[src/rtl/vli_coef_decoder.sv]
// Token-to-coefficient expander: decodes VLI symbols, expands zero runs, ZRL and EOB fill.
// Define VLI_DC_PRED_EN to build the per-channel DC predictors with saturation and dc_clear.
module vli_coef_decoder #(
    parameter int MAX_SIZE = 11,
    parameter int COEF_W   = 12,
    parameter int NUM_CH   = 3,
    parameter int CH_W     = 2
) (
    input  logic                     clk,
    input  logic                     reset,
    input  logic                     in_valid,
    output logic                     in_ready,
    input  logic                     in_dc,
    input  logic [3:0]               in_run,
    input  logic [3:0]               in_size,
    input  logic [MAX_SIZE-1:0]      in_symbol,
    input  logic [CH_W-1:0]          in_ch,
    input  logic                     dc_clear,
    output logic                     out_valid,
    input  logic                     out_ready,
    output logic signed [COEF_W-1:0] out_coef,
    output logic [5:0]               out_idx,
    output logic [CH_W-1:0]          out_ch,
    output logic                     out_last,
    output logic                     err
);

    localparam int VW = MAX_SIZE + 1;

    typedef enum logic [1:0] {
        S_ACCEPT,
        S_ZERO,
        S_VAL,
        S_FILL
    } state_t;

    state_t state_q, state_d;
    logic [5:0]               idx_q, idx_d;
    logic [4:0]               rem_q, rem_d;
    logic                     zrl_q, zrl_d;
    logic signed [COEF_W-1:0] val_q, val_d;
    logic [CH_W-1:0]          ch_q, ch_d;
    logic                     out_valid_q, out_valid_d;
    logic signed [COEF_W-1:0] out_coef_q, out_coef_d;
    logic [5:0]               out_idx_q, out_idx_d;
    logic [CH_W-1:0]          out_ch_q, out_ch_d;
    logic                     out_last_q, out_last_d;
    logic                     err_q, err_d;

    logic                     advance;
    logic                     size_big;
    logic [3:0]               size_eff;
    logic [MAX_SIZE-1:0]      mask;
    logic [MAX_SIZE-1:0]      masked;
    logic                     msb;
    logic signed [VW-1:0]     value;
    logic signed [COEF_W-1:0] value_ext;
    logic                     ch_bad;
    logic [CH_W-1:0]          ch_eff;
    logic signed [COEF_W-1:0] dc_coef;
    logic                     dc_upd;

    logic                     emit_go;
    logic [5:0]               emit_idx;
    logic signed [COEF_W-1:0] emit_coef;
    logic                     zb_go;
    logic [4:0]               zb_cnt;
    logic                     zb_trail;

    // Nothing moves while a held output beat is still waiting for downstream.
    assign advance  = !out_valid_q || out_ready;
    assign in_ready = (state_q == S_ACCEPT) && advance;

    always_comb begin
        size_big = int'(in_size) > MAX_SIZE;
        size_eff = size_big ? 4'(MAX_SIZE) : in_size;
        mask     = '0;
        masked   = '0;
        msb      = 1'b0;
        for (int i = 0; i < MAX_SIZE; i++) begin
            if (i < int'(size_eff)) begin
                mask[i]   = 1'b1;
                masked[i] = in_symbol[i];
            end
            if (i == int'(size_eff) - 1) begin
                msb = in_symbol[i];
            end
        end
        // A clear top bit encodes a negative value offset by 2^size - 1.
        value     = msb ? {1'b0, masked} : ({1'b0, masked} - {1'b0, mask});
        value_ext = COEF_W'(value);
        ch_bad    = int'(in_ch) >= NUM_CH;
        ch_eff    = ch_bad ? '0 : in_ch;
    end

`ifdef VLI_DC_PRED_EN
    logic signed [COEF_W-1:0] pred_q [NUM_CH];
    logic signed [COEF_W-1:0] pred_d [NUM_CH];
    logic signed [COEF_W-1:0] pred_base;
    logic signed [COEF_W:0]   dc_sum;

    always_comb begin
        pred_base = dc_clear ? '0 : pred_q[ch_eff];
        dc_sum    = (COEF_W+1)'(pred_base) + (COEF_W+1)'(value);
        if (dc_sum[COEF_W] != dc_sum[COEF_W-1]) begin
            dc_coef = dc_sum[COEF_W] ? {1'b1, {(COEF_W-1){1'b0}}} : {1'b0, {(COEF_W-1){1'b1}}};
        end else begin
            dc_coef = dc_sum[COEF_W-1:0];
        end
    end

    always_comb begin
        for (int i = 0; i < NUM_CH; i++) begin
            pred_d[i] = dc_clear ? '0 : pred_q[i];
            if (dc_upd && ch_eff == CH_W'(i)) begin
                pred_d[i] = dc_coef;
            end
        end
    end

    always_ff @(posedge clk) begin
        for (int i = 0; i < NUM_CH; i++) begin
            if (reset) begin
                pred_q[i] <= '0;
            end else begin
                pred_q[i] <= pred_d[i];
            end
        end
    end
`else
    logic unused_pred_sigs;
    assign unused_pred_sigs = dc_clear ^ dc_upd;
    assign dc_coef          = value_ext;
`endif

    always_comb begin
        state_d     = state_q;
        idx_d       = idx_q;
        rem_d       = rem_q;
        zrl_d       = zrl_q;
        val_d       = val_q;
        ch_d        = ch_q;
        out_valid_d = out_valid_q;
        out_coef_d  = out_coef_q;
        out_idx_d   = out_idx_q;
        out_ch_d    = out_ch_q;
        out_last_d  = out_last_q;
        err_d       = err_q;
        dc_upd      = 1'b0;
        emit_go     = 1'b0;
        emit_idx    = idx_q;
        emit_coef   = '0;
        zb_go       = 1'b0;
        zb_cnt      = '0;
        zb_trail    = 1'b0;
        if (advance) begin
            out_valid_d = 1'b0;
            out_last_d  = 1'b0;
            case (state_q)
                S_ACCEPT: begin
                    if (in_valid) begin
                        ch_d = ch_eff;
                        if (size_big || ch_bad) err_d = 1'b1;
                        if (in_dc) begin
                            if (idx_q != 6'd0) err_d = 1'b1;
                            dc_upd    = 1'b1;
                            emit_go   = 1'b1;
                            emit_idx  = 6'd0;
                            emit_coef = dc_coef;
                        end else if (idx_q == 6'd0) begin
                            err_d = 1'b1;
                        end else if (size_eff == 4'd0 && in_run == 4'd0) begin
                            emit_go = 1'b1;
                            if (idx_q != 6'd63) state_d = S_FILL;
                        end else if (size_eff == 4'd0 && in_run == 4'd15) begin
                            zb_go  = 1'b1;
                            zb_cnt = 5'd16;
                        end else if (in_run != 4'd0) begin
                            zb_go    = 1'b1;
                            zb_cnt   = {1'b0, in_run};
                            zb_trail = 1'b1;
                            val_d    = value_ext;
                        end else begin
                            emit_go   = 1'b1;
                            emit_coef = value_ext;
                        end
                    end
                end
                S_ZERO: begin
                    zb_go    = 1'b1;
                    zb_cnt   = rem_q;
                    zb_trail = !zrl_q;
                end
                S_VAL: begin
                    emit_go   = 1'b1;
                    emit_coef = val_q;
                    state_d   = S_ACCEPT;
                end
                S_FILL: begin
                    emit_go = 1'b1;
                    if (idx_q == 6'd63) state_d = S_ACCEPT;
                end
                default: state_d = S_ACCEPT;
            endcase
            // One zero beat; anything still owed after idx 63 is an overrun and is dropped.
            if (zb_go) begin
                emit_go = 1'b1;
                rem_d   = zb_cnt - 5'd1;
                zrl_d   = !zb_trail;
                if (idx_q == 6'd63) begin
                    if (rem_d != 5'd0 || zb_trail) err_d = 1'b1;
                    state_d = S_ACCEPT;
                end else if (rem_d == 5'd0) begin
                    state_d = zb_trail ? S_VAL : S_ACCEPT;
                end else begin
                    state_d = S_ZERO;
                end
            end
            if (emit_go) begin
                out_valid_d = 1'b1;
                out_coef_d  = emit_coef;
                out_idx_d   = emit_idx;
                out_ch_d    = ch_d;
                out_last_d  = (emit_idx == 6'd63);
                idx_d       = emit_idx + 6'd1;
            end
        end
    end

    always_ff @(posedge clk) begin
        if (reset) begin
            state_q     <= S_ACCEPT;
            idx_q       <= '0;
            rem_q       <= '0;
            zrl_q       <= 1'b0;
            val_q       <= '0;
            ch_q        <= '0;
            out_valid_q <= 1'b0;
            out_coef_q  <= '0;
            out_idx_q   <= '0;
            out_ch_q    <= '0;
            out_last_q  <= 1'b0;
            err_q       <= 1'b0;
        end else begin
            state_q     <= state_d;
            idx_q       <= idx_d;
            rem_q       <= rem_d;
            zrl_q       <= zrl_d;
            val_q       <= val_d;
            ch_q        <= ch_d;
            out_valid_q <= out_valid_d;
            out_coef_q  <= out_coef_d;
            out_idx_q   <= out_idx_d;
            out_ch_q    <= out_ch_d;
            out_last_q  <= out_last_d;
            err_q       <= err_d;
        end
    end

    assign out_valid = out_valid_q;
    assign out_coef  = out_coef_q;
    assign out_idx   = out_idx_q;
    assign out_ch    = out_ch_q;
    assign out_last  = out_last_q;
    assign err       = err_q;

endmodule

[config.mk]
export PLATFORM = sky130hd
export DESIGN_NAME = vli_coef_decoder
export DESIGN_NICKNAME = d
export VERILOG_FILES = /design/src/rtl/vli_coef_decoder.sv
export SDC_FILE = /design/constraint.sdc
export NUM_CORES = 1
export LEC_CHECK = 0
export BUFFER_PORTS_ARGS = -buffer_cell sky130_fd_sc_hd__buf_2
export CAP_MARGIN = 20
export CORE_ASPECT_RATIO = 0.75
export CORE_MARGIN = 5
export CORE_UTILIZATION = 52
export DETAILED_ROUTE_END_ITERATION = 8
export PLACE_DENSITY = 0.86
export SYNTH_ARGS = -nofsm -noshare
export SYNTH_HDL_FRONTEND = slang
export SYNTH_SLANG_ARGS = --single-unit
export TNS_END_PERCENT = 5
[constraint.sdc]
create_clock -name clk -period 3.2 [get_ports clk]
set_input_delay 0.64 -clock clk [delete_from_list [all_inputs] [get_ports clk]]
set_output_delay 0.64 -clock clk [all_outputs]
set_load 0.02 [all_outputs]
Word level (Yosys, flattened, before mapping)
Cells that the tools add are included.
W data, S select, Z words.
- register bits: 51
- input port bits: 27
- output and inout port bits: 24
- add/sub/neg operators: 4
- order comparisons: 13
- eq/ne operators: 23
- multiplexer cells: 103
- bitwise logic cells: 4
- reductions and logical operators: 24
- operators by type and width (cell ; count):
    $mux W12 ; 7
    $mux W1 ; 65
    $logic_not A32 Y1 ; 1
    $mux W5 ; 6
    $mux W2 ; 13
    $mux W6 ; 4
    $pmux W12 S2 ; 1
    $eq A4 B5 Y1 const A ; 4
    $lt A3 B4 Y1 const A ; 4
    $reduce_and A8 Y1 ; 2
    $eq A5 B5 Y1 const A ; 3
    $eq A6 B6 Y1 const B ; 2
    $lt A4 B4 Y1 const A ; 3
    $sub A11 B11 Y12 ; 1
    $eq A3 B5 Y1 const A ; 2
    $pmux W5 S2 ; 1
    $ne A3 B2 Y1 const B ; 3
    $logic_not A4 Y1 ; 2
    $lt A1 B4 Y1 const A ; 2
    $lt A2 B4 Y1 const A ; 2
    $mux W4 ; 2
    $reduce_bool A4 Y1 ; 2
    $add A6 B1 Y6 const B ; 1
    $logic_not A6 Y1 ; 1
    other kinds (23) ; 37

Longest topological paths before layout
- depth in word-level cells: 23
- depth in mapped cells: 12
- depth with buffers taken out: 9

Worst setup path after synthesis
OpenSTA, ideal clock, no wires.
- path kind: input-to-reg
- start: input port in_size[3]
- end: register state_q[1]
- setup time: 0.086 ns
- arrival time: 2.932 ns
- slack: 0.182 ns
- stages on the path: 10
- path buffers: 2
- path through: or4_1 > clkbuf_1 > a21oi_1 > nor2b_1 > buf_4 > a22oi_1 > ha_1 > xnor2_1 > or4_4 > a221oi_2
- cells in the longest elaborated chain, start to end: 16
- elaborated cells between the ends (all ways): 40
- RTL lines (what ; line ; RTL):
    start, declared ; 15 ; input logic [3:0] in_size,
    $gt A4 B4 Y1 ; 75 ; size_big = int'(in_size) > MAX_SIZE;
    $mux W4 * ; 76 ; size_eff = size_big ? 4'(MAX_SIZE) : in_size;
    $logic_not A4 Y1 * ; 172, 175 ;
    $logic_and A1 B1 Y1 ; 175 ; end else if (size_eff == 4'd0 && in_run == 4'd15) begin
    $mux W5 ; 175 ;
    $mux W5 ; 172 ; end else if (size_eff == 4'd0 && in_run == 4'd0) begin
    $mux W5 ; 170 ; end else if (idx_q == 6'd0) begin
    $mux W5 ; 164 ; if (in_dc) begin
    $mux W5 ; 161 ; if (in_valid) begin
    $pmux W5 S2 ; 159 ; case (state_q)
    $mux W5 ; 156 ; if (advance) begin
    $sub A5 B1 Y5 ; 208 ; rem_d = zb_cnt - 5'd1;
    $logic_not A5 Y1 ; 213 ; end else if (rem_d == 5'd0) begin
    $mux W2 ; 213 ;
    $mux W2 ; 210 ; if (idx_q == 6'd63) begin
    $mux W2 ; 206 ; if (zb_go) begin
    end signal, assigned ; 245 ; state_q <= state_d;
    end, declared ; 37 ; state_t state_q, state_d;
Mark *: on every way between the ends. The rest lies on a longest branch, timed or not. The select of a mux whose other input is x is not followed.
A chain may end at the register's enable or synchronous reset.

Final worst setup path
- start: input port in_size[1]
- end: register out_coef_q[4], in the netlist out_coef[4]
- cells in the longest elaborated chain, start to end: 23
- elaborated cells between the ends (all ways): 68
- RTL lines (what ; line ; RTL):
    $gt A4 B4 Y1 ; 75 ;
    $mux W4 * ; 76 ;
    $sub A4 B1 Y5 ; 85 ; if (i == int'(size_eff) - 1) begin
    $logic_not A32 Y1 ; 85 ;
    $mux W1 (11 in a row) ; 85 ;
    $mux W12 ; 90 ; value = msb ? {1'b0, masked} : ({1'b0, masked} - {1'b0, mask});
    $mux W12 ; 178 ; end else if (in_run != 4'd0) begin
    $mux W12 ; 175 ;
    $mux W12 ; 172 ;
    $mux W12 ; 170 ;
    $mux W12 ; 164 ;
    $mux W12 ; 161 ;
    $pmux W12 S2 ; 159 ;
    end signal, assigned ; 252 ; out_coef_q <= out_coef_d;
    end, declared ; 44 ; logic signed [COEF_W-1:0] out_coef_q, out_coef_d;
Marked as above.

==> reports/qor.yml <==
status:
  status: "finished, final reports clean"
pwr:
  p_total_mw: 2.36
  power_density_nw_per_um2: 636
  peakVddDrop_v: 0.000487
  p_leak_nw: 1.44
timing:
  setup_viol: 0
  slew_violations: 0
  rsz0062_at_grt: "no"
  worstMarginPinSlew_ns: 0.912
  tns_ns: 0
  finalWorstSetupSlack_ns: 0.300
  fmax_mhz: 345
  period_needed_ns: 2.90
  slew_headroom_pct: 39.0
  fin_crit_sh_pct: 90.6
  hold_viol: 0
  skew_ns: 0.0134
drt:
  drt_iter0_markers: 301
  vias: 3539
  vias_per_cell: 6.30
  wirelength_mm: 9.25
  wl_per_cell_um: 16.5
  ant_nets: 0
  drc: 0
  drtPass1Iterations: 6
placement:
  gp_congestion: 0.880
  place_hpwl_mm: 6.79
  dp_slack_ns: 0.0350
  dp.cells: 554
  port_buffers: 49
synth:
  synth_top_cell_area_share_pct: 31.6
  yosysMostFrequentCell: "nor2_1"
  synth_edf_count: 0
  syn_inst: 435
  async_reset_ff_share_pct: 0
  synth_common_cells: "nor2_1, dfxtp_1, nand2_1"
  synth_ff_type: "dfxtp_1"
  synth_cell_type_count: 67
  synth-simple-area-share_pct: 27.6
  synth_fa_ha_area_share_pct: 1.94
  synthMuxAreaShare_pct: 2.98
  synth_area_um2: 3230
  synth_top_family_by_area: "compound AO/OA/AOI/OAI gates"
  ys_warn_count: 0
  syn_avg_cell_area_um2: 7.43
  yosys-top-cells-area: "dfxtp_1, nor2_1, a21oi_1"
  yosys_register_bits: 51
  yosys.area.top_type: "dfxtp_1"
  synth-compound-area-share_pct: 29.2
  synth_fp_nets: 467
  synth_xor_area_share_pct: 0.813
  ys_seq_area_share_pct: 31.6
clocking:
  clk_pin_slew_worst_paths_ns: 0.10
  clkLatencyLatePin_ns: 0.31
  clock-sinks: 51
  cts_root_buf: "clkbuf_8"
  cts_resized: 0
  htreeDepth: 2
  numCtsBuffers: 5
  clk_path_buf_depth: 2
  cts_tree: "yes"
  post_cts_buffers: 0
  holdBufCountCts: 0
floorplanning:
  num_rows: 24
  io_pins: 51
  initial_core_util_pct: 54.6
  fp.dieH_um: 78.3
  die_w_um: 101
  die_area_um2: 7910
  core_area_um2: 5920
global_route:
  grt_pass1_vias: 3280
  antenna_found_initial: 0
  grt_max_degree: 31
  globalRouteOverflowTotal: 0
  grt_use_total_pct: 22.6
  grt_pass1_wl_mm: 15.0
layout:
  area_delta_synth_final_pct: 14.9
  antenna_cells: 0
  final_nets: 515
  stdcell_count: 562
  drive_above_1_share_pct: 19.6
min_path:
  min_path_type: "reg -> reg"
critical_path:
  critical_path_arrival_ns: 3.08
  setup.worst_path.start_class: "input pin"
  cp_max_fo: 14
  worst_setup_path_end_kind: "register"
  cp.required_ns: 3.38
  path_class: "in -> reg"
flow_run:
  drv_cap: 0
==> kinds of logic after synthesis <==
group,Yosys count
AND/OR/NAND/NOR,184
AO/OA/AOI/OAI,138
flip-flops,51
buffers and inverters,45
multiplexers,9
adder cells (fa/ha/maj),5
XOR/XNOR,3
==> report_power, final <==
part	total, mW	switching [mW]	leakage, nW	internal (mW)
combinational	1.10	0.717	0.973	0.387
sequential	0.839	0.0898	0.415	0.749
clock	0.416	0.219	0.0505	0.197
total	2.36	1.03	1.44	1.33
==> cell type report <==
| class | count | area (µm²) |
|---|---|---|
| Inverter | 14 | 52.6 |
| Sequential cell | 51 | 1020 |
| Multi-Input combinational cell | 339 | 2020 |
| Tap cell | 78 | 97.6 |
| Clock buffer | 7 | 96.3 |
| Fill cell | 524 | 2200 |
| Clock inverter | 1 | 7.51 |
| Timing Repair Buffer | 72 | 418 |
==> stage by stage <==
stage,util [%],instance area [µm²],hold slack [ns]
5_1_grt,62.8,3710,0.479
6_report,62.8,3710,0.454
4_1_cts,62.8,3710,0.457
3_3_place_gp,61.0,3610,0.439
3_5_place_dp,61.0,3610,0.443
2_1_floorplan,-,3230,0.432
==> worst paths after layout <==
| path | from | to | slack [ns] | cells past startpoint |
|---|---|---|---|---|
| worst max register to register | state_q[1]$_SDFFE_PP0P_ | state_q[1]$_SDFFE_PP0P_ | 0.40 | 8 |
| worst min-delay path | out_idx[3]$_SDFFE_PP0P_ | out_idx[3]$_SDFFE_PP0P_ | 0.45 | 2 |
| worst max-delay path | in_size[1] | out_coef[4]$_SDFFE_PP0P_ | 0.30 | 9 |
| worst min register to register | out_idx[3]$_SDFFE_PP0P_ | out_idx[3]$_SDFFE_PP0P_ | 0.45 | 2 |
==> registers in the layout, summed over array words and instances, names as in the netlist <==
signal	cells
state_q	2
rem_q	5
out_last	1
err	1
zrl_q	1
out_valid	1
val_q	12
idx_q	6
out_coef	12
out_idx	6
ch_q	2
out_ch	2
==> layer usage <==
metal	global-route usage, %	wire, µm	share of wire (%)
met2	37.0	4350	47
met4	5.58	113	1.2
met5	0	0	0
met1	31.0	4080	44
met3	4.07	705	7.6
==> placed cells by master, fill, tap and decap left out, types with 3 or more instances in the layout <==
| cell | count |
|---|---|
| ha_1 | 5 |
| o21ai_0 | 16 |
| mux2i_1 | 4 |
| inv_1 | 14 |
| a21oi_1 | 38 |
| a221oi_1 | 5 |
| dfxtp_1 | 51 |
| or2_2 | 4 |
| xnor2_1 | 3 |
| a22oi_1 | 10 |
| buf_4 | 23 |
| nor4_1 | 7 |
| nor2b_1 | 6 |
| nand2b_1 | 5 |
| clkbuf_8 | 7 |
| nor2_1 | 53 |
| a22o_1 | 3 |
| mux2_2 | 3 |
| a31oi_1 | 8 |
| nand2_1 | 48 |
| buf_2 | 49 |
| a211oi_1 | 17 |
| nand3_1 | 15 |
| nor3_1 | 23 |
| o22ai_1 | 7 |
==> worst max-delay path, stage by stage <==
cell and delay [ns]:
buf_2 0.18, or4_1 0.59, nand2b_1 0.12, ha_1 0.20, o21ai_0 0.24, a211oi_1 0.29
mux2_2 0.38, a222oi_1 0.33, a211oi_1 0.10
(Power assumes the default switching activity.)
